$ cat src/rtl/remote_ir_decoder.sv
// NEC infrared remote decoder: measures synchronized burst/space widths, assembles
// 32-bit frames LSB first and reports commands, repeat codes and abandoned frames.
module remote_ir_decoder #(
    parameter logic [7:0] ADDRESS    = 8'h00,
    parameter int         TICK_SCALE = 1
) (
    input  logic       clock_50,
    input  logic       reset_key,
    input  logic       ir_in,
    output logic       cmd_valid,
    output logic [7:0] cmd_code,
    output logic       repeat_valid,
    output logic       frame_error
);

    localparam int DIV = (TICK_SCALE < 32'sd1) ? 32'sd1 : TICK_SCALE;

    localparam logic [19:0] LEAD_LOW_MIN  = 20'(32'sd400000 / DIV);
    localparam logic [19:0] LEAD_LOW_MAX  = 20'(32'sd500000 / DIV);
    localparam logic [19:0] LEAD_HIGH_MIN = 20'(32'sd200000 / DIV);
    localparam logic [19:0] LEAD_HIGH_MAX = 20'(32'sd250000 / DIV);
    localparam logic [19:0] REP_HIGH_MIN  = 20'(32'sd100000 / DIV);
    localparam logic [19:0] REP_HIGH_MAX  = 20'(32'sd125000 / DIV);
    localparam logic [19:0] BIT_LOW_MIN   = 20'(32'sd20000 / DIV);
    localparam logic [19:0] BIT_LOW_MAX   = 20'(32'sd36000 / DIV);
    localparam logic [19:0] BIT0_MIN      = 20'(32'sd20000 / DIV);
    localparam logic [19:0] BIT0_MAX      = 20'(32'sd36000 / DIV);
    localparam logic [19:0] BIT1_MIN      = 20'(32'sd70000 / DIV);
    localparam logic [19:0] BIT1_MAX      = 20'(32'sd100000 / DIV);

    typedef enum logic [2:0] {
        S_IDLE      = 3'd0,
        S_LEAD_LOW  = 3'd1,
        S_LEAD_HIGH = 3'd2,
        S_BIT_LOW   = 3'd3,
        S_BIT_HIGH  = 3'd4,
        S_CHECK     = 3'd5
    } state_t;

    function automatic logic in_win(input logic [19:0] v,
                                    input logic [19:0] lo,
                                    input logic [19:0] hi);
        return (v >= lo) && (v <= hi);
    endfunction

    function automatic logic frame_ok(input logic [31:0] f);
        return (f[7:0] == ADDRESS) && (f[15:8] == ~f[7:0]) && (f[31:24] == ~f[23:16]);
    endfunction

    state_t      r_state;
    logic        r_sync1;
    logic        r_sync2;
    logic        r_ir_d;
    logic [19:0] r_cnt;
    logic [31:0] r_shift;
    logic [4:0]  r_bit_idx;
    logic        r_last_ok;
    logic        r_cmd_valid;
    logic [7:0]  r_cmd_code;
    logic        r_repeat_valid;
    logic        r_frame_error;

    logic        w_fall;
    logic        w_rise;
    logic        w_timeout;
    logic        w_is_zero;
    logic        w_is_one;

    assign w_fall    = r_ir_d & ~r_sync2;
    assign w_rise    = ~r_ir_d & r_sync2;
    assign w_is_zero = in_win(r_cnt, BIT0_MIN, BIT0_MAX);
    assign w_is_one  = in_win(r_cnt, BIT1_MIN, BIT1_MAX);

    assign cmd_valid    = r_cmd_valid;
    assign cmd_code     = r_cmd_code;
    assign repeat_valid = r_repeat_valid;
    assign frame_error  = r_frame_error;

    // Two-flop synchronizer plus one delay stage for edge detection (idle high).
    always_ff @(posedge clock_50 or negedge reset_key) begin
        if (!reset_key) begin
            r_sync1 <= 1'b1;
            r_sync2 <= 1'b1;
            r_ir_d  <= 1'b1;
        end else begin
            r_sync1 <= ir_in;
            r_sync2 <= r_sync1;
            r_ir_d  <= r_sync2;
        end
    end

    // Phase-width counter: restarts on each synchronized edge, saturates at all-ones.
    always_ff @(posedge clock_50 or negedge reset_key) begin
        if (!reset_key) begin
            r_cnt <= 20'd0;
        end else if (w_fall || w_rise) begin
            r_cnt <= 20'd0;
        end else if (r_cnt != 20'hFFFFF) begin
            r_cnt <= r_cnt + 20'd1;
        end else begin
            r_cnt <= r_cnt;
        end
    end

    // Per-state upper bound; exceeding it abandons the frame without waiting for an edge.
    always_comb begin
        w_timeout = 1'b0;
        case (r_state)
            S_LEAD_LOW:  w_timeout = (r_cnt > LEAD_LOW_MAX);
            S_LEAD_HIGH: w_timeout = (r_cnt > LEAD_HIGH_MAX);
            S_BIT_LOW:   w_timeout = (r_cnt > BIT_LOW_MAX);
            S_BIT_HIGH:  w_timeout = (r_cnt > BIT1_MAX);
            default:     w_timeout = 1'b0;
        endcase
    end

    // Decoder FSM with registered strobes; strobes default low so each lasts one cycle.
    always_ff @(posedge clock_50 or negedge reset_key) begin
        if (!reset_key) begin
            r_state        <= S_IDLE;
            r_shift        <= 32'd0;
            r_bit_idx      <= 5'd0;
            r_last_ok      <= 1'b0;
            r_cmd_valid    <= 1'b0;
            r_cmd_code     <= 8'h00;
            r_repeat_valid <= 1'b0;
            r_frame_error  <= 1'b0;
        end else begin
            r_cmd_valid    <= 1'b0;
            r_repeat_valid <= 1'b0;
            r_frame_error  <= 1'b0;
            case (r_state)
                S_IDLE: begin
                    if (w_fall) begin
                        r_state <= S_LEAD_LOW;
                    end
                end
                S_LEAD_LOW: begin
                    if (w_rise && in_win(r_cnt, LEAD_LOW_MIN, LEAD_LOW_MAX)) begin
                        r_state <= S_LEAD_HIGH;
                    end else if (w_rise || w_timeout) begin
                        r_frame_error <= 1'b1;
                        r_last_ok     <= 1'b0;
                        r_state       <= S_IDLE;
                    end
                end
                S_LEAD_HIGH: begin
                    if (w_fall && in_win(r_cnt, LEAD_HIGH_MIN, LEAD_HIGH_MAX)) begin
                        r_bit_idx <= 5'd0;
                        r_state   <= S_BIT_LOW;
                    end else if (w_fall && in_win(r_cnt, REP_HIGH_MIN, REP_HIGH_MAX)) begin
                        r_repeat_valid <= r_last_ok;
                        r_state        <= S_IDLE;
                    end else if (w_fall || w_timeout) begin
                        r_frame_error <= 1'b1;
                        r_last_ok     <= 1'b0;
                        r_state       <= S_IDLE;
                    end
                end
                S_BIT_LOW: begin
                    if (w_rise && in_win(r_cnt, BIT_LOW_MIN, BIT_LOW_MAX)) begin
                        r_state <= S_BIT_HIGH;
                    end else if (w_rise || w_timeout) begin
                        r_frame_error <= 1'b1;
                        r_last_ok     <= 1'b0;
                        r_state       <= S_IDLE;
                    end
                end
                S_BIT_HIGH: begin
                    if (w_fall && (w_is_zero || w_is_one)) begin
                        r_shift   <= {w_is_one, r_shift[31:1]};
                        r_bit_idx <= r_bit_idx + 5'd1;
                        r_state   <= (r_bit_idx == 5'd31) ? S_CHECK : S_BIT_LOW;
                    end else if (w_fall || w_timeout) begin
                        r_frame_error <= 1'b1;
                        r_last_ok     <= 1'b0;
                        r_state       <= S_IDLE;
                    end
                end
                S_CHECK: begin
                    if (frame_ok(r_shift)) begin
                        r_cmd_code  <= r_shift[23:16];
                        r_cmd_valid <= 1'b1;
                        r_last_ok   <= 1'b1;
                    end else begin
                        r_frame_error <= 1'b1;
                        r_last_ok     <= 1'b0;
                    end
                    r_state <= S_IDLE;
                end
                default: begin
                    r_state <= S_IDLE;
                end
            endcase
        end
    end

endmodule

$ cat config.mk
export PLATFORM = sky130hd
export DESIGN_NAME = remote_ir_decoder
export DESIGN_NICKNAME = d
export VERILOG_FILES = /design/src/rtl/remote_ir_decoder.sv
export SDC_FILE = /design/constraint.sdc
export NUM_CORES = 1
export LEC_CHECK = 0
export CAP_MARGIN = 10
export CORE_MARGIN = 8
export CORE_UTILIZATION = 50
export CTS_CLUSTER_DIAMETER = 30
export CTS_CLUSTER_SIZE = 28
export DETAILED_ROUTE_END_ITERATION = 8
export PLACE_DENSITY = 0.69
export SLEW_MARGIN = 25
export SYNTH_ARGS = -nofsm -noshare
export SYNTH_HDL_FRONTEND = slang
export SYNTH_SLANG_ARGS = --single-unit
$ cat constraint.sdc
create_clock -name clock_50 -period 2.2 [get_ports clock_50]
set_input_delay 0.66 -clock clock_50 [delete_from_list [all_inputs] [get_ports clock_50]]
set_output_delay 0.66 -clock clock_50 [all_outputs]
set_load 0.1 [all_outputs]
==> flow_summary_export.csv <==
group,metric,value,unit
run_status,outcome,"finished with violations",
run_status,violations,"negative setup slack",
route,ant_nets,0,
sta,worst_slack,-57.4,ps
setup_path,cp_max_fo,5,
yosys,yosys_warnings,0,
yosys,ys_seq_elements,75,
finish,final_common_cell,"buf_4",
global_routing,grt_max_degree,38,
sta,fmax,0.443,GHz
sta,setup_viol,33,
finish,design_area,5280,um^2
job,maxCapViolCount,0,
power,swShare,24.3,%
clocking,clkTransAtPathRegs,80,ps
route,drt_iter0_drc,238,
finish,nNetsFinal,476,
sta,tns,-1200,ps
power,ir_worst_vdd,0.397,mV
setup_path,cp-end-kind,"register",
yosys,seq_area_frac_synth,44.7,%
power,power_frac_comb,8.1,%
floorplanning,die_h,108,um
global_routing,grt_pass1_wl,16300,um
sta,rsz0062_at_grt,"true",
floorplanning,io_pins,14,
global_routing,first_global_vias,3327,
route,drc,0,
floorplanning,start_util,51.5,%
global_routing,antenna_found_initial,0,
clocking,clkSinkCount,75,
finish,layout_common_cells,"76 x buf_4, 67 x dfrtp_1, 37 x mux2_2, 28 x nor2_1, 24 x nand2_1",
floorplanning,die_w,108,um
sta,worst_slew_pin_slew,520,ps
clocking,h-tree-depth,3,
finish,drive_above_1_share,41.4,%
route,avgViaCountPerCell,6.00,
route,via_count,3454,
floorplanning,die_area,11600,um^2
route,drt-total-wl,10100,um
floorplanning,core,8180,um^2
floorplanning,rows,33,
clocking,cts_tree,"built",
global_routing,grt_remaining_overflow,0,
global_routing,grt_usage,17.4,%
sta,finalCriticalPeriod,2260,ps
setup_path,crit_arrival,2500,ps
yosys,synth-main-ff-cell,"dfrtp_1",
place,place_area,4770,um^2
sta,hold_violations,0,
power,pwr-share-seq,50.6,%
sta,slew_headroom,64.5,%
yosys,syn_area_per_cell,10.6,um^2
power,internal-power,2.14,mW
place,dpl.hpwl,6740,um
finish,utilization,64.6,%
route,firstDrtPassIters,5,
sta,clock_skew,6.46,ps
route,routedWlPerCell,17.6,um
power,powerDensity,536,nW/um^2
clocking,clk_latency,350,ps
finish,fin_cells,576,
power,p_sw,0.688,mW
clocking,numCtsBuffers,9,
power,total_leakage_power,2.60,nW
finish,area_growth,25.4,%
sta,drv_slew,0,
setup_path,path_class,"reg -> reg",
sta,min_period_over_period,103,%
setup_path,crit_required,2440,ps
clocking,clockBufferDepth,2,
yosys,synth_edf_count,0,
place,dpl.cell_count,551,
finish,n_antenna_cell,0,
yosys,synth_cell_types,72,
power,p_clk_share,41.3,%
yosys,synthCells,397,
place,place.gp.congestion,0.917,
place,portBuffers,13,
yosys,synth_fp_nets,406,
yosys,netlist_area,4210,um^2
clocking,clockRootBuffer,"clkbuf_8",
setup_path,r2r_slack,-60,ps
yosys,async_reset_ff_share,100,%
setup_path,start_kind,"register",
hold_path,hold_path_class,"in -> async",
power,finalPower,2.83,mW
## metal layers
layer	vias up	track usage [%]	wire, um
li1	1577	-	-
met1	1726	24.1	4640
met2	120	25.9	4770
met3	31	2.99	465
met4	0	8.13	280
met5	-	0	0
## power groups by stage
stage | Clock, mW | Combinational [mW] | Sequential, mW
3_5_place_dp | 0 | 0.190 | 1.45
5_1_grt | 1.23 | 0.252 | 1.43
4_1_cts | 1.19 | 0.208 | 1.43
3_3_place_gp | 0 | 0.184 | 1.45
6_report | 1.17 | 0.230 | 1.43
2_1_floorplan | 0 | 0.0906 | 1.46
## critical path: stages (launching register included)
cell	delay, ps
dfrtp_1	400
buf_4	140
o31a_2	330
a311o_1	340
nand4_1	150
o2bb2ai_4	110
nand2_4	170
clkbuf_16	170
mux2_2	330
## layout make-up
class | count | area (um^2)
Timing Repair Buffer | 85 | 736
Tap cell | 105 | 131
Clock inverter | 6 | 91.3
Multi-Input combinational cell | 287 | 2280
Fill cell | 641 | 2900
Sequential cell | 75 | 1890
Inverter | 9 | 33.8
Clock buffer | 9 | 124
## metrics by stage
step / setup slack (ps) / hold slack, ps
CTS: -30.8 / 229
finish: -57.4 / 216
floorplan: -3.92 / 345
global placement: -98.2 / 348
global route: -132 / 245
detailed placement: -166 / 347
## flip-flops by register name, summed over array words and instances, names as in the netlist, 3 cells and up
register,count
r_bit_idx,5
r_state,3
cmd_code,8
r_cnt,20
r_shift,32
## what timing repair did
item,4_1_cts,5_1_grt
buffers inserted,2,6
cloned,1,1
hold buffers,0,0
pin swaps,7,12
endpoints found under the setup margin,42,50
gates resized for setup,18,26
## cells in the mapped netlist, types with 3 or more instances
master | instances | area (um^2)
nand3b_1 | 3 | 22.5
nand4_1 | 8 | 50.1
nand2_1 | 26 | 97.6
a31oi_1 | 4 | 25.0
nand3_2 | 5 | 50.1
o31ai_1 | 4 | 30.0
nor4_1 | 5 | 31.3
a31o_2 | 3 | 26.3
nand2b_1 | 5 | 31.3
nor3_1 | 8 | 40.0
and2_1 | 10 | 62.6
a21oi_1 | 12 | 60.1
buf_6 | 9 | 101
a211oi_1 | 3 | 22.5
dfstp_2 | 3 | 78.8
o21ai_0 | 9 | 45.0
inv_1 | 8 | 30.0
nand3_1 | 16 | 80.1
and3_1 | 7 | 43.8
nor2b_1 | 6 | 37.5
ha_1 | 6 | 75.1
o21a_1 | 3 | 22.5
xnor2_1 | 12 | 105
clkbuf_1 | 5 | 18.8
buf_2 | 6 | 30.0
dfrtp_1 | 72 | 1800
mux2_2 | 37 | 417
mux2_1 | 3 | 33.8
xor2_1 | 15 | 131
nor2_1 | 30 | 113
## final timing paths
path	start	endpoint	cells past startpoint
max	r_cnt[9]$_DFFE_PN0P_	r_shift[16]$_DFFE_PN0P_	8
min	reset_key	r_cnt[19]$_DFFE_PN0P_	1
max reg2reg	r_cnt[9]$_DFFE_PN0P_	r_shift[16]$_DFFE_PN0P_	8
min reg2reg	r_sync1$_DFF_PN1_	r_sync2$_DFF_PN1_	0
max in group asynchronous	reset_key	r_shift[28]$_DFFE_PN0P_	2
min in group clock_50	r_sync1$_DFF_PN1_	r_sync2$_DFF_PN1_	0
## kinds of logic after synthesis
kind of cell / Yosys count / synth area share, %
AOI/OAI and AO/OA: 64 / 11.5
xor gates and xnor gates: 27 / 5.62
adders and majority gates: 6 / 1.78
buffers and inverters: 35 / 5.62
DFF: 75 / 44.7
muxes: 41 / 10.9
and+or+nand+nor: 149 / 19.9
No activity file was read; power rests on OpenSTA's default activity.
